===== src/rtl/gfx256_pixel_writer.sv =====
// gfx256_pixel_writer
//
// Converts single pixel write requests (x, y, colour, depth) into 256-bit,
// line-aligned bus writes. Depths of 8, 16 and 32 bpp use a plain byte-enabled
// write. Depths of 1, 2 and 4 bpp read the line first, merge the pixel into
// it and write back the whole line.
//
// Optional build macro: GFX_WRITE_MERGE_EN
//   Adds a valid/tag pair to the line buffer. A sub-byte write that hits the
//   buffered line skips the READ cycle. Byte-wide writes to the buffered line
//   are merged into the buffer so that it stays coherent with memory.
//
// Ports
//   clk_i, rst_i          clock, synchronous active-high reset
//   req_valid_i/ready_o   request handshake (one request per transaction)
//   x_i, y_i, width_i     pixel position and target width in pixels
//   color_i, cbpp_i       LSB-aligned colour, bits per pixel (1,2,4,8,16,32)
//   base_i                target base byte address (bits [4:0] ignored)
//   err_o                 one-cycle pulse when a request had an illegal depth
//   cyc_o, stb_o, we_o    bus cycle, strobe and write enable
//   adr_o, sel_o, dat_o   line address, byte selects, write data
//   dat_i, ack_i          bus read data and acknowledge
module gfx256_pixel_writer #(
  parameter int XY_W  = 16,
  parameter int ADR_W = 32
) (
  input  logic               clk_i,
  input  logic               rst_i,
  input  logic               req_valid_i,
  output logic               req_ready_o,
  input  logic [XY_W-1:0]    x_i,
  input  logic [XY_W-1:0]    y_i,
  input  logic [31:0]        color_i,
  input  logic [5:0]         cbpp_i,
  input  logic [XY_W-1:0]    width_i,
  input  logic [ADR_W-1:0]   base_i,
  output logic               err_o,
  output logic               cyc_o,
  output logic               stb_o,
  output logic               we_o,
  output logic [ADR_W-1:0]   adr_o,
  output logic [31:0]        sel_o,
  output logic [255:0]       dat_o,
  input  logic [255:0]       dat_i,
  input  logic               ack_i
);

  typedef enum logic [1:0] {IDLE, CALC, READ, WRITE} state_t;

  state_t              state;
  logic [XY_W-1:0]     x_q, y_q, width_q;
  logic [31:0]         color_q;
  logic [5:0]          cbpp_q;
  logic [ADR_W-1:0]    base_q;
  logic [255:0]        field_q;   // new pixel bits at their line position
  logic [255:0]        fmask_q;   // ones over the pixel field

`ifdef GFX_WRITE_MERGE_EN
  logic [255:0]        line_buf;
  logic [ADR_W-1:0]    buf_tag;
  logic                buf_valid;
`endif

  function automatic logic depth_legal(input logic [5:0] c);
    return (c == 6'd1) || (c == 6'd2) || (c == 6'd4) ||
           (c == 6'd8) || (c == 6'd16) || (c == 6'd32);
  endfunction

  function automatic logic [2:0] depth_log2(input logic [5:0] c);
    logic [2:0] r;
    case (c)
      6'd2:    r = 3'd1;
      6'd4:    r = 3'd2;
      6'd8:    r = 3'd3;
      6'd16:   r = 3'd4;
      6'd32:   r = 3'd5;
      default: r = 3'd0;
    endcase
    return r;
  endfunction

  // Address/offset arithmetic for the captured request, used in CALC.
  logic [2*XY_W-1:0]   pix;
  logic [2*XY_W+4:0]   bitaddr;
  logic [2*XY_W-4:0]   line;
  logic [7:0]          mb;
  logic [31:0]         mask;
  logic [255:0]        field, fmask;
  logic [ADR_W-1:0]    calc_adr;
  logic [31:0]         calc_sel;
  logic                calc_rmw;
  logic [255:0]        read_merged;

  // NOTE: combinational blocks use blocking '=' and assign every output on
  // every path, so no latch can be inferred; clocked state uses '<='.
  always_comb begin
    pix         = (2*XY_W)'(y_q) * (2*XY_W)'(width_q) + (2*XY_W)'(x_q);
    bitaddr     = (2*XY_W+5)'(pix) << depth_log2(cbpp_q);
    line        = bitaddr[2*XY_W+4:8];
    mb          = bitaddr[7:0];
    mask        = 32'hFFFF_FFFF >> (6'd32 - cbpp_q);
    field       = 256'(color_q & mask) << mb;
    fmask       = 256'(mask) << mb;
    // base_q has its low five bits cleared at capture, so the sum is
    // always line aligned and wraps at ADR_W bits.
    calc_adr    = base_q + ADR_W'({line, 5'b0});
    calc_sel    = ((32'd1 << cbpp_q[5:3]) - 32'd1) << mb[7:3];
    calc_rmw    = (cbpp_q < 6'd8);
    read_merged = field_q | (dat_i & ~fmask_q);
  end

  // NOTE: only control state and bus outputs are reset; the request capture
  // registers and the line buffer are plain data and are always written
  // before they are used.
  always_ff @(posedge clk_i) begin
    if (rst_i) begin
      state       <= IDLE;
      req_ready_o <= 1'b1;
      err_o       <= 1'b0;
      cyc_o       <= 1'b0;
      stb_o       <= 1'b0;
      we_o        <= 1'b0;
      adr_o       <= '0;
      sel_o       <= '0;
      dat_o       <= '0;
`ifdef GFX_WRITE_MERGE_EN
      buf_valid   <= 1'b0;
`endif
    end else begin
      err_o <= 1'b0;
      case (state)
        IDLE: begin
          if (req_valid_i) begin
            if (depth_legal(cbpp_i)) begin
              x_q         <= x_i;
              y_q         <= y_i;
              width_q     <= width_i;
              color_q     <= color_i;
              cbpp_q      <= cbpp_i;
              base_q      <= base_i & ~ADR_W'(31);
              req_ready_o <= 1'b0;
              state       <= CALC;
            end else begin
              err_o <= 1'b1;
            end
          end
        end

        CALC: begin
          field_q <= field;
          fmask_q <= fmask;
          adr_o   <= calc_adr;
          cyc_o   <= 1'b1;
          stb_o   <= 1'b1;
          if (calc_rmw) begin
            sel_o <= '1;
`ifdef GFX_WRITE_MERGE_EN
            if (buf_valid && (buf_tag == calc_adr)) begin
              // Buffered line is current: merge without reading memory.
              we_o     <= 1'b1;
              dat_o    <= field | (line_buf & ~fmask);
              line_buf <= field | (line_buf & ~fmask);
              state    <= WRITE;
            end else begin
              we_o  <= 1'b0;
              state <= READ;
            end
`else
            we_o  <= 1'b0;
            state <= READ;
`endif
          end else begin
            we_o  <= 1'b1;
            sel_o <= calc_sel;
            dat_o <= field;
            state <= WRITE;
`ifdef GFX_WRITE_MERGE_EN
            // Keep the buffer coherent with byte writes to the same line.
            if (buf_valid && (buf_tag == calc_adr))
              line_buf <= (line_buf & ~fmask) | field;
`endif
          end
        end

        READ: begin
          if (ack_i) begin
            // Strobe stays up; the write follows with the merged line.
            we_o  <= 1'b1;
            dat_o <= read_merged;
            state <= WRITE;
`ifdef GFX_WRITE_MERGE_EN
            line_buf  <= read_merged;
            buf_tag   <= adr_o;
            buf_valid <= 1'b1;
`endif
          end
        end

        WRITE: begin
          if (ack_i) begin
            cyc_o       <= 1'b0;
            stb_o       <= 1'b0;
            we_o        <= 1'b0;
            req_ready_o <= 1'b1;
            state       <= IDLE;
          end
        end

        default: state <= IDLE;
      endcase
    end
  end

endmodule


===== config.mk =====
export PLATFORM = sky130hd
export DESIGN_NAME = gfx256_pixel_writer
export DESIGN_NICKNAME = d
export VERILOG_FILES = /design/src/rtl/gfx256_pixel_writer.sv
export SDC_FILE = /design/constraint.sdc
export NUM_CORES = 2
export LEC_CHECK = 0
export CORE_MARGIN = 5
export CORE_UTILIZATION = 33
export CTS_CLUSTER_SIZE = 8
export DETAILED_ROUTE_END_ITERATION = 10
export PLACE_DENSITY = 0.53
export SYNTH_ARGS = -nofsm -noshare
export SYNTH_HDL_FRONTEND = slang
export SYNTH_SLANG_ARGS = --single-unit

===== constraint.sdc =====
create_clock -name clk_i -period 38.7 [get_ports clk_i]
set_input_delay 11.61 -clock clk_i [delete_from_list [all_inputs] [get_ports clk_i]]
set_output_delay 11.61 -clock clk_i [all_outputs]
set_load 0.05 [all_outputs]

==> summary.md <==
| Metric | Value |
|---|---|
| Antenna viol nets, final | `0` |
| Largest net degree at the start of global routing | `208` |
| Cells after synthesis | `5941` |
| Xor/xnor share of the synthesized area | `under 10%` |
| Fin cells | `8880` |
| CTS tree | `yes` |
| CTS max path bufs | `3` |
| Main combinational cell family by area after synthesis | `compound AO/OA/AOI/OAI gates` |
| Via/cell ratio | `5.77` |
| Setup-failing EPs final | `0` |
| GR Overflow Total | `0` |
| Hold Crit Class | `register to register` |
| PD cells | `about 86 nW/um^2` |
| Average cell area after synthesis | `9.53 sq um` |
| GRT Util Overall | `28.8%` |
| Setup Fix Bufs, Post-CTS | `0` |
| Critical path arrival | `16.28 ns` |
| Number of global-route vias before repair | `49400` |
| Synth Area in Adders | `10.7%` |
| Final wirelength | `269 mm` |
| Sequential share of the synthesized area | `44.5%` |
| Yosys top cell area share | `33.2%` |
| Crit-path max FO | `44` |
| Synth Area in Compound Gates | `19.5%` |
| Hold Worst Slack | `0.441 ns` |
| Clock Latency Late Sink | `0.80 ns` |
| CTS buffer count | `138` |
| Placed Instances | `8608` |
| Min Tclk post-route | `15.58 ns` |
| Core area | `roughly 170000 sq um` |
| Final hold violation count | `0` |
| Worst Path Required | `39.40 ns` |
| Wire per inst | `a little over 30 um` |
| Nets@finish | `7248` |
| IR drop worst, VDD | `0.0884 mV` |
| Area leader, netlist | `edfxtp_1` |
| Hold-fix buffers, CTS | `0` |
| Clock transition at path regs | `0.05 ns` |
| Setup CP Type | `input port to register` |
| Final HPWL DP | `199 mm` |
| Clock sinks | `946` |
| FMAX | `roughly 64 MHz` |
| Simple-Gate Fraction of Synth Area | `14.9%` |
| RSZ-0062 raised after global routing | `false` |
| Outcome | `finished clean` |
| Row count | `152` |
| Total power draw | `6.03 mW` |
| Initial core utilization | `33.1%` |
| Synthesized area | `56600 sq um` |
| Maxcap violations | `0` |
| WHS Path Cells | `2` |
| Floorplan die area | `180000 sq um` |
| Total I/O pin count | `between 700 and 800` |
| Ys async rst share | `0%` |
| Mux share of post-synthesis cell area | `2.93%` |
| EDFF count, synth | `625` |
| Die width | `424 um` |
| CP Capture Type | `register` |
| Die height | `approximately 420 um` |
| Final period util | `40.2%` |
| Total Negative Setup Slacks | `0 ns` |
| I/O Buffers | `692` |
| Relative slew margins | `7.04%` |
| Final Max Slew Viols | `0` |
| Worst reg2reg path depth | `33` |
| Worst Skew | `0.0621 ns` |
| Layout area overhead | `23.9%` |
| Drt drc | `0` |
| Placer Congestion | `0.987` |
| Yosys reg bits | `946` |
| Slew @ Worst Pin | `~1.4 ns` |
| Prevailing post-synth register cell | `edfxtp_1` |
| First-pass GRT wire length | `374 mm` |
| Initial drt markers | `6416` |
| CTS Root Cell | `clkbuf_16` |
| Layout cell share with drive strength beyond 1 | `7.33%` |
| Crit start category | `input port` |
| Initial antenna violation count | `33` |
| CTS HTree Levels | `4` |
| Netlist cell types | `approximately 130` |
| DR vias | `between 50000 and 60000` |
| CTS resizes | `0` |
| DRT Pass-1 Iters | `6` |
| Warnings, synthesis | `0` |
| Top post-synthesis cells by area | `edfxtp_1 (33%), dfxtp_1 (11%), fa_1 (7.5%), nor2_1 (4.5%), a21oi_1 (4.2%)` |
| Leak | `between 20 and 30 nW` |
## path summary, 6_finish.rpt
| kind | startpoint | slack [ns] | end |
|---|---|---|---|
| worst max-delay path | ack_i | 23.12 | dat_o[67] |
| worst max register to register | width_q[1] | 29.18 | adr_o[30] |
| worst min-delay path | dat_o[144] | 0.44 | dat_o[144] |
| worst min register to register | dat_o[144] | 0.44 | dat_o[144] |
## worst max-delay path: stages
cell             delay, ns
clkdlybuf4s50_1       0.52
inv_1                 0.09
nand2_1               0.09
o21ai_0               0.19
a21oi_4               0.17
buf_4                 0.44
buf_4                 0.62
nand2_1               0.52
buf_4                 0.41
nor2_1                0.89
o21ai_0               0.33
a31oi_1               0.23
## where the power goes
group	total (mW)	internal [mW]	switching, mW
logic	3.49	1.06	2.43
clock network	1.18	0.683	0.500
registers	1.35	1.28	0.0714
total	6.03	3.03	3.00
## flip-flops by register name (all words and copies together), names as in the netlist
name,cells
dat_o,256
field_q,256
fmask_q,256
color_q,32
sel_o,32
adr_o,27
base_q,27
width_q,16
x_q,16
y_q,16
cbpp_q,6
state,2
err_o,1
req_ready_o,1
stb_o,1
we_o,1
## per-stage QoR
stage,setup slack [ns],util (%),area [sq um]
2_1_floorplan,2.85,-,56600
3_3_place_gp,22.59,38.5,65900
3_5_place_dp,22.62,38.5,65900
4_1_cts,23.45,40.9,70100
5_1_grt,23.04,41.0,70100
6_report,23.12,41.0,70100
## layer usage
metal  wire length, um  global-route usage (%)  share of wire (%)
met1            103000                    35.4                 38
met5                12                       0             0.0045
met2            124000                    46.5                 46
met4             19100                    17.6                7.1
met3             23200                    5.97                8.6
## layout by cell type, fill, tap and decap left out, types with 14 or more instances in the layout
master / n
edfxtp_1: 625
diode_2: 19
o21ai_1: 47
clkbuf_1: 92
nand3_1: 90
o32ai_1: 17
clkbuf_16: 138
nor2b_1: 77
a311oi_1: 21
and3_1: 20
a211oi_1: 64
buf_4: 134
dfxtp_1: 321
a22o_1: 38
o21a_1: 33
xor2_1: 25
nor3_1: 178
fa_1: 211
o221ai_1: 31
clkdlybuf4s50_1: 691
inv_1: 492
a211o_1: 14
a31oi_1: 58
nand2b_1: 28
a22oi_1: 25
o21ai_0: 230
o31ai_1: 38
o22ai_1: 199
a21oi_1: 469
and2_1: 150
nor2_1: 663
o22a_1: 32
xnor2_1: 35
mux2_2: 31
ha_1: 142
o211ai_1: 70
nand2_1: 554
a221oi_1: 54
a21o_1: 37
mux2i_1: 109
## cells in the mapped netlist, types with 32 or more instances
cell type	instances
nor2_1	672
edfxtp_1	625
nand2_1	557
inv_1	493
a21oi_1	471
dfxtp_1	321
clkbuf_1	271
o21ai_0	231
fa_1	211
o22ai_1	199
nor3_1	180
and2_1	151
ha_1	144
mux2i_1	111
nand3_1	90
nor2b_1	78
o211ai_1	70
a211oi_1	64
a31oi_1	59
buf_2	57
a221oi_1	54
o21ai_1	47
a21o_1	39
o31ai_1	39
a22o_1	38
buf_1	36
xnor2_1	35
o21a_1	33
mux2_2	32
o22a_1	32
## final cells by class
type / instances / area (sq um)
fillers: 16900 / 101000
multi-input cells: 4105 / 28000
flip-flops and latches: 946 / 25200
repair buffers: 829 / 8000
clock buffers: 233 / 3840
well taps: 2233 / 2790
inverters: 495 / 1860
clock inverters: 20 / 363
diodes: 19 / 47.5
## logic make-up after synthesis
kind of cell / Yosys count
simple gates: 1866
compound gates: 1657
flops: 946
buf+inv: 894
fa+ha+maj: 357
mux: 155
xor+xnor: 65
other cells: 1
Power figures use the tool's default switching activity.
